<file path="src/rtl/cpu_instr_pkg.sv">
// cpu_instr_pkg: shared constants for the instruction sequencer.
//   - opcode values of the 4-bit opcode field
//   - bit positions of the instruction fields (control fields decoded here,
//     executor fields passed through untouched)
//   - FSM state encoding and GUARD length
//   - is_parked(): true for states that accept a start
package cpu_instr_pkg;

  localparam logic [3:0] OP_NOP  = 4'd0;
  localparam logic [3:0] OP_PLAY = 4'd1;
  localparam logic [3:0] OP_JUMP = 4'd2;
  localparam logic [3:0] OP_LOOP = 4'd3;
  localparam logic [3:0] OP_HALT = 4'd4;

  localparam int OPC_LSB  = 0;
  localparam int OPC_MSB  = 3;
  localparam int TGT_LSB  = 112;
  localparam int CNT_LSB  = 32;
  localparam int CNT_MSB  = 47;
  // Executor-owned PLAY fields; never interpreted by the sequencer.
  localparam int ADDR_LSB = 64;
  localparam int ADDR_MSB = 96;
  localparam int LEN_LSB  = 32;
  localparam int LEN_MSB  = 57;
  localparam int SEGT_LSB = 4;
  localparam int SEGT_MSB = 19;

  localparam int GUARD_CYCLES = 2;

  localparam logic [3:0] ST_IDLE      = 4'd0;
  localparam logic [3:0] ST_FETCH     = 4'd1;
  localparam logic [3:0] ST_RDWAIT    = 4'd2;
  localparam logic [3:0] ST_DECODE    = 4'd3;
  localparam logic [3:0] ST_ISSUE     = 4'd4;
  localparam logic [3:0] ST_GUARD     = 4'd5;
  localparam logic [3:0] ST_WAIT_EXEC = 4'd6;
  localparam logic [3:0] ST_HALTED    = 4'd7;
  localparam logic [3:0] ST_ERROR     = 4'd8;

  // States where the sequencer is not running and a start is accepted.
  function automatic logic is_parked(input logic [3:0] st);
    return (st == ST_IDLE) || (st == ST_HALTED) || (st == ST_ERROR);
  endfunction

endpackage

</file>
<file path="src/rtl/cpu_instr_fetch_loop_ctrl.sv">
// cpu_loop_ctrl: single-level hardware loop state for the LOOP opcode.
// Ports:
//   clk, rst     clock, async active-high reset
//   clear        drop loop state (stop, or a new start being accepted)
//   loop_dec     a LOOP instruction is being decoded this cycle
//   count        LOOP count field of that instruction
//   take_branch  LOOP must jump to its target (combinational)
module cpu_loop_ctrl
  import cpu_instr_pkg::*;
(
  input  logic                         clk,
  input  logic                         rst,
  input  logic                         clear,
  input  logic                         loop_dec,
  input  logic [CNT_MSB-CNT_LSB:0]     count,
  output logic                         take_branch
);

  localparam int CNT_W = CNT_MSB - CNT_LSB + 1;

  logic             loop_active;
  logic [CNT_W-1:0] loop_cnt;

  // Branch decision: first pass arms the loop, later passes use the remaining count.
  always_comb begin
    take_branch = 1'b0;
    if (loop_dec) begin
      if (!loop_active) begin
        take_branch = (count != {CNT_W{1'b0}});
      end else begin
        take_branch = (loop_cnt != {CNT_W{1'b0}});
      end
    end else begin
      take_branch = 1'b0;
    end
  end

  // Loop counter: count N gives N jumps back, then the loop disarms itself.
  always_ff @(posedge clk or posedge rst) begin
    if (rst) begin
      loop_active <= 1'b0;
      loop_cnt    <= {CNT_W{1'b0}};
    end else if (clear) begin
      loop_active <= 1'b0;
      loop_cnt    <= {CNT_W{1'b0}};
    end else if (loop_dec) begin
      if (!loop_active && (count != {CNT_W{1'b0}})) begin
        loop_cnt    <= count - {{(CNT_W-1){1'b0}}, 1'b1};
        loop_active <= 1'b1;
      end else if (loop_active && (loop_cnt != {CNT_W{1'b0}})) begin
        loop_cnt    <= loop_cnt - {{(CNT_W-1){1'b0}}, 1'b1};
      end else begin
        loop_active <= 1'b0;
      end
    end
  end

endmodule

</file>
<file path="src/rtl/cpu_instr_fetch.sv">
// cpu_instr_fetch: instruction sequencer in front of the waveform executor.
// Fetches 128-bit instructions from a 1-cycle-latency RAM, executes
// NOP/JUMP/LOOP/HALT locally and hands PLAY instructions to the executor.
// Ports:
//   clk, rst            clock, async active-high reset
//   start, stop         run request (needs exec_done) / abort to IDLE
//   start_pc            first instruction address
//   imem_en, imem_addr  RAM read request; imem_rdata valid one cycle later
//   instr_out           last issued PLAY, held until the next issue
//   instr_valid         one-cycle issue strobe
//   exec_done           executor idle level
//   busy, halted, err_opcode, cur_pc   status
module cpu_instr_fetch
  import cpu_instr_pkg::*;
#(
  parameter int ADDR_W  = 10,
  parameter int INSTR_W = 128
) (
  input  logic               clk,
  input  logic               rst,
  input  logic               start,
  input  logic               stop,
  input  logic [ADDR_W-1:0]  start_pc,
  output logic               imem_en,
  output logic [ADDR_W-1:0]  imem_addr,
  input  logic [INSTR_W-1:0] imem_rdata,
  output logic [INSTR_W-1:0] instr_out,
  output logic               instr_valid,
  input  logic               exec_done,
  output logic               busy,
  output logic               halted,
  output logic               err_opcode,
  output logic [ADDR_W-1:0]  cur_pc
);

  localparam logic [1:0] GUARD_LAST = 2'(GUARD_CYCLES - 1);

  logic [3:0]         state;
  logic [3:0]         state_next;
  logic [3:0]         state_fsm;
  logic [ADDR_W-1:0]  pc;
  logic [ADDR_W-1:0]  pc_next;
  logic [ADDR_W-1:0]  pc_fsm;
  logic [ADDR_W-1:0]  pc_inc;
  logic [INSTR_W-1:0] ir;
  logic [1:0]         guard_cnt;
  logic [3:0]         opcode;
  logic [ADDR_W-1:0]  target;
  logic               start_ok;
  logic               loop_dec;
  logic               take_branch;

  assign opcode    = ir[OPC_MSB:OPC_LSB];
  assign target    = ir[TGT_LSB +: ADDR_W];
  assign pc_inc    = pc + {{(ADDR_W-1){1'b0}}, 1'b1};  // wraps silently
  assign start_ok  = is_parked(state) && start && exec_done && !stop;
  assign loop_dec  = (state == ST_DECODE) && (opcode == OP_LOOP) && !stop;
  assign imem_addr = pc;
  assign cur_pc    = pc;

  cpu_loop_ctrl u_loop_ctrl (
    .clk         (clk),
    .rst         (rst),
    .clear       (stop || start_ok),
    .loop_dec    (loop_dec),
    .count       (ir[CNT_MSB:CNT_LSB]),
    .take_branch (take_branch)
  );

  // Sequencing decisions, before stop is applied.
  always_comb begin
    state_fsm = state;
    pc_fsm    = pc;
    case (state)
      ST_IDLE, ST_HALTED, ST_ERROR: begin
        if (start_ok) begin
          state_fsm = ST_FETCH;
          pc_fsm    = start_pc;
        end else begin
          state_fsm = state;
        end
      end
      ST_FETCH:  state_fsm = ST_RDWAIT;
      ST_RDWAIT: state_fsm = ST_DECODE;
      ST_DECODE: begin
        case (opcode)
          OP_NOP: begin
            pc_fsm    = pc_inc;
            state_fsm = ST_FETCH;
          end
          OP_PLAY: state_fsm = ST_ISSUE;
          OP_JUMP: begin
            pc_fsm    = target;
            state_fsm = ST_FETCH;
          end
          OP_LOOP: begin
            pc_fsm    = take_branch ? target : pc_inc;
            state_fsm = ST_FETCH;
          end
          OP_HALT: state_fsm = ST_HALTED;
          default: state_fsm = ST_ERROR;
        endcase
      end
      ST_ISSUE: state_fsm = ST_GUARD;
      // exec_done is stale for a couple of cycles after issue, so ignore it here.
      ST_GUARD: begin
        if (guard_cnt == GUARD_LAST) begin
          state_fsm = ST_WAIT_EXEC;
        end else begin
          state_fsm = ST_GUARD;
        end
      end
      ST_WAIT_EXEC: begin
        if (exec_done) begin
          pc_fsm    = pc_inc;
          state_fsm = ST_FETCH;
        end else begin
          state_fsm = ST_WAIT_EXEC;
        end
      end
      default: state_fsm = ST_IDLE;
    endcase
  end

  // stop overrides every transition and freezes the PC.
  always_comb begin
    state_next = state_fsm;
    pc_next    = pc_fsm;
    if (stop) begin
      state_next = ST_IDLE;
      pc_next    = pc;
    end else begin
      state_next = state_fsm;
      pc_next    = pc_fsm;
    end
  end

  // State and program counter registers.
  always_ff @(posedge clk or posedge rst) begin
    if (rst) begin
      state <= ST_IDLE;
      pc    <= {ADDR_W{1'b0}};
    end else begin
      state <= state_next;
      pc    <= pc_next;
    end
  end

  // GUARD dwell counter, restarted whenever GUARD is not active.
  always_ff @(posedge clk or posedge rst) begin
    if (rst) begin
      guard_cnt <= 2'd0;
    end else if (state == ST_GUARD) begin
      guard_cnt <= guard_cnt + 2'd1;
    end else begin
      guard_cnt <= 2'd0;
    end
  end

  // Instruction register: RAM data is valid during RDWAIT.
  always_ff @(posedge clk or posedge rst) begin
    if (rst) begin
      ir <= {INSTR_W{1'b0}};
    end else if (state == ST_RDWAIT) begin
      ir <= imem_rdata;
    end
  end

  // Registered outputs, decoded from the next state so they line up with it.
  always_ff @(posedge clk or posedge rst) begin
    if (rst) begin
      imem_en     <= 1'b0;
      instr_valid <= 1'b0;
      instr_out   <= {INSTR_W{1'b0}};
      busy        <= 1'b0;
      halted      <= 1'b0;
      err_opcode  <= 1'b0;
    end else begin
      imem_en     <= (state_next == ST_FETCH);
      instr_valid <= (state_next == ST_ISSUE);
      busy        <= !is_parked(state_next);
      halted      <= (state_next == ST_HALTED);
      err_opcode  <= (state_next == ST_ERROR);
      if (state_next == ST_ISSUE) begin
        instr_out <= ir;
      end
    end
  end

endmodule

</file>
<file path="config.mk">
export PLATFORM = sky130hd
export DESIGN_NAME = cpu_instr_fetch
export DESIGN_NICKNAME = d
export VERILOG_FILES = /design/src/rtl/cpu_instr_pkg.sv /design/src/rtl/cpu_instr_fetch_loop_ctrl.sv /design/src/rtl/cpu_instr_fetch.sv
export SDC_FILE = /design/constraint.sdc
export NUM_CORES = 1
export LEC_CHECK = 0
export BUFFER_PORTS_ARGS = -buffer_cell sky130_fd_sc_hd__buf_2
export CORE_ASPECT_RATIO = 1.1
export CORE_MARGIN = 2
export CORE_UTILIZATION = 40
export CTS_CLUSTER_DIAMETER = 120
export DETAILED_ROUTE_END_ITERATION = 8
export HOLD_SLACK_MARGIN = 0.12
export PLACE_DENSITY = 0.66
export SLEW_MARGIN = 20
export SYNTH_ARGS = -nofsm -noshare
export SYNTH_HDL_FRONTEND = slang
export SYNTH_HIERARCHICAL = 1
export SYNTH_SLANG_ARGS = --single-unit
</file>
<file path="constraint.sdc">
create_clock -name clk -period 13.85 [get_ports clk]
set_clock_uncertainty 0.1 [all_clocks]
set_input_delay 0.6925 -clock clk [delete_from_list [all_inputs] [get_ports clk]]
set_output_delay 0.6925 -clock clk [all_outputs]
set_load 0.1 [all_outputs]
</file>
==> metrics <==
buffers plus inverters on the worst setup path=2; Setup Fix Bufs, Post-CTS=0; Final Critical Period=4.02 ns; worst setup margin=9.83 ns; area leader, netlist=dfrtp_1; gr ovfl total=0; row cnt=69; Residual DRC=0; Setup Crit Path Kind=reg -> reg; share of layout cells above drive strength 1=0.512; area share of the largest cell type after synthesis=0.563; main combinational cell family by area after synthesis=multiplexers; setup TNS=0 ns; Worst path max stage delay=0.75 ns; sequential-to-total area share from yosys stat=0.563; Worst setup SP type=flop; drt pass-1 iters=8; io pins=296; Hold Buf Count CTS=0; Post-synth EDFFs=0; GRT Max-Usage Layer=met2; commonest cells after routing, fill and taps aside=buf_2, dfrtp_1, mux2_2, mux2_4, nor2_1; total power=3.91 mW; worst-path cell chain=or3b_4, o41ai_4, nand2_1, nor3_4, buf_4, buf_4, mux2_2; Die Span Y=194 µm; DP Wirelength=20400 µm; internal power=2.10 mW; RSZ-0062 raised after global routing=no; post-synthesis adder-cell area fraction=0.00287; Sequential Power Share=0.356; first-pass GRT wire length=48300 µm; Post-Syn Instances=919; Highest Clock Rate=249 MHz; Clock Sinks=294; CTS H-tree depth=1; # setup viols final=0; static leakage=7.63 nW; RD Place Congestion=0.856; Max Root-Sink Buffers=3; Critical Path RT=14.18 ns; final hold violations=0; vias in the first global route=8831; antenna-violating nets left=0; crit path DAT=4.34 ns; Worst-Skew Late Latency=0.55 ns; Final Core Density=0.487; GR Util met1=0.219; max-slew violations=0; Iteration-0 DRC Markers=543; Switch Pwr=1.80 mW; Switching Share=0.462; simple-gate area share of the yosys netlist=0.0750; Core ar.=32200 µm²; largest net degree at the start of global routing=135; family with the most delay on the worst path=buffers and inverters; Avg Cell Area, Syn=14.2 µm²; Slowest-stage cell, CP=buf_4; Syn Nets=1065; HP Class=in -> async; power share of the combinational group=0.438; post-synthesis mux area share=0.250; Placement Setup Slack=9.87 ns; top post-synthesis cells by area=dfrtp_1, mux2_2, mux2_4; relative slew slack=0.335; ys flop type=dfrtp_1; vias per cell=5.18; Starting Density=0.406; commonest non-fill, non-tap cell in the layout=buf_2; crit path from=state[1]; die area=34100 µm²; TritonCTS clock tree=done; Compound-Gate Fraction of Synth Area=0.0624; Post-Syn Area=13100 µm²; synthesis-to-layout area growth=20.0%; clock power share=0.206; Peak VDD IR=0.000224 V; hold slack=0.230 ns; Root Buffer=clkbuf_16; crit-path max FO=48; Post-synth ARST share=1.00; I/O Buffers=295; TritonCTS Buffers=31; YS warnings=6; Max Cap Viol=0; #FFs+latches synth=294; Reg-to-Reg Start=state[1]; fin crit share=0.290; vias after detailed routing=8529; GR Util met2=0.288; synth unique cells=76; Clk pin slew, worst setup/hold paths=0.06 ns; Layout Nets=1343; element type at the critical path end=flop; most frequent CP cell=buf_4; Total GRT Usage=0.174; initial antenna violation count=4; met3 usage=0.0525; Post-Synth XOR/XNOR Area=0.00536; Die Span X=176 µm; PD cells=249 nW/µm²; total wire length=29800 µm; Slew @ Worst Pin=0.998 ns; Avg WL per Cell=18.1 µm; CTS resizes=0; status=complete, no violations
[flip-flops by register name (all words and copies together), names as in the netlist, 2 cells and up]
| register | cells |
|---|---|
| guard_cnt | 2 |
| instr_out | 128 |
| u_loop_ctrl/loop_cnt | 16 |
| state | 4 |
| cur_pc | 10 |
| ir | 128 |
[routing by layer]
metal | wire (µm) | part of all wire
met3 | 2500 | 0.084
met5 | 0 | 0
met4 | 649 | 0.022
met2 | 14800 | 0.50
met1 | 11900 | 0.40
[worst paths after layout]
check | slack [ns] | depth (start not counted) | to
max | 9.83 | 7 | instr_out[68]
min | 0.23 | 2 | u_loop_ctrl/loop_cnt[12]
max reg2reg | 9.83 | 7 | instr_out[68]
min reg2reg | 0.34 | 1 | guard_cnt[0]
max in group asynchronous | 12.02 | 3 | ir[39]
min in group clk | 0.27 | 2 | ir[3]
[through the flow]
stage                     cells  instance area (µm²)
after floorplan             919                13100
after global placement     1590                14700
after detailed placement   1590                14700
after CTS                  1642                15700
after global routing       1645                15700
final                      1646                15700
[layout make-up]
type	count	area [µm²]
inverters	16	67.6
fillers	2839	16500
clock inverters	9	106
clock buffers	43	871
multi-input cells	549	5180
flip-flops and latches	294	7360
diodes	4	10.0
well taps	426	533
repair buffers	305	1560
[worst reg2reg max path, stage by stage, from the launching register on]
cell and delay [ns]:
dfrtp_1 0.51, or3b_4 0.46, o41ai_4 0.67, nand2_1 0.19
nor3_4 0.17, buf_4 0.57, buf_4 0.81, mux2_2 0.44
[cells by family (layout without fill, tap and decap cells)]
logic type | Yosys count | after routing
compound gates | 110 | 110
xor+xnor | 8 | 8
fa+ha+maj | 3 | 3
buf+inv | 76 | 373
flops | 294 | 294
mux | 257 | 257
other cells | 0 | 4
simple gates | 171 | 171
[synth_stat cells, types with 4 or more instances]
library cell	n
mux2i_1	5
o31ai_1	4
or3_1	6
nor2_1	42
nand3_1	9
dfrtp_1	294
o41ai_1	7
buf_12	11
clkbuf_1	17
a222oi_1	8
a221oi_1	5
mux2_2	147
or2_2	5
nor3_1	27
buf_4	11
mux2_4	100
buf_2	17
nor3b_1	4
inv_1	16
nand2_1	21
o21ai_0	17
nor4_1	7
a21oi_1	11
nor2b_1	10
a31oi_1	6
xnor2_1	5
nand4_1	5
a211oi_1	13
o21ai_1	9
nand2b_1	7
mux2_1	5
[power by group through the flow]
stage	combinational (mW)	clock, mW	sequential [mW]
2_1_floorplan	0.651	0	2.18
3_3_place_gp	1.70	0	1.40
3_5_place_dp	1.72	0	1.41
4_1_cts	1.72	0.831	1.40
5_1_grt	1.78	0.868	1.44
6_report	1.71	0.805	1.39
Power figures use the tool's default switching activity.
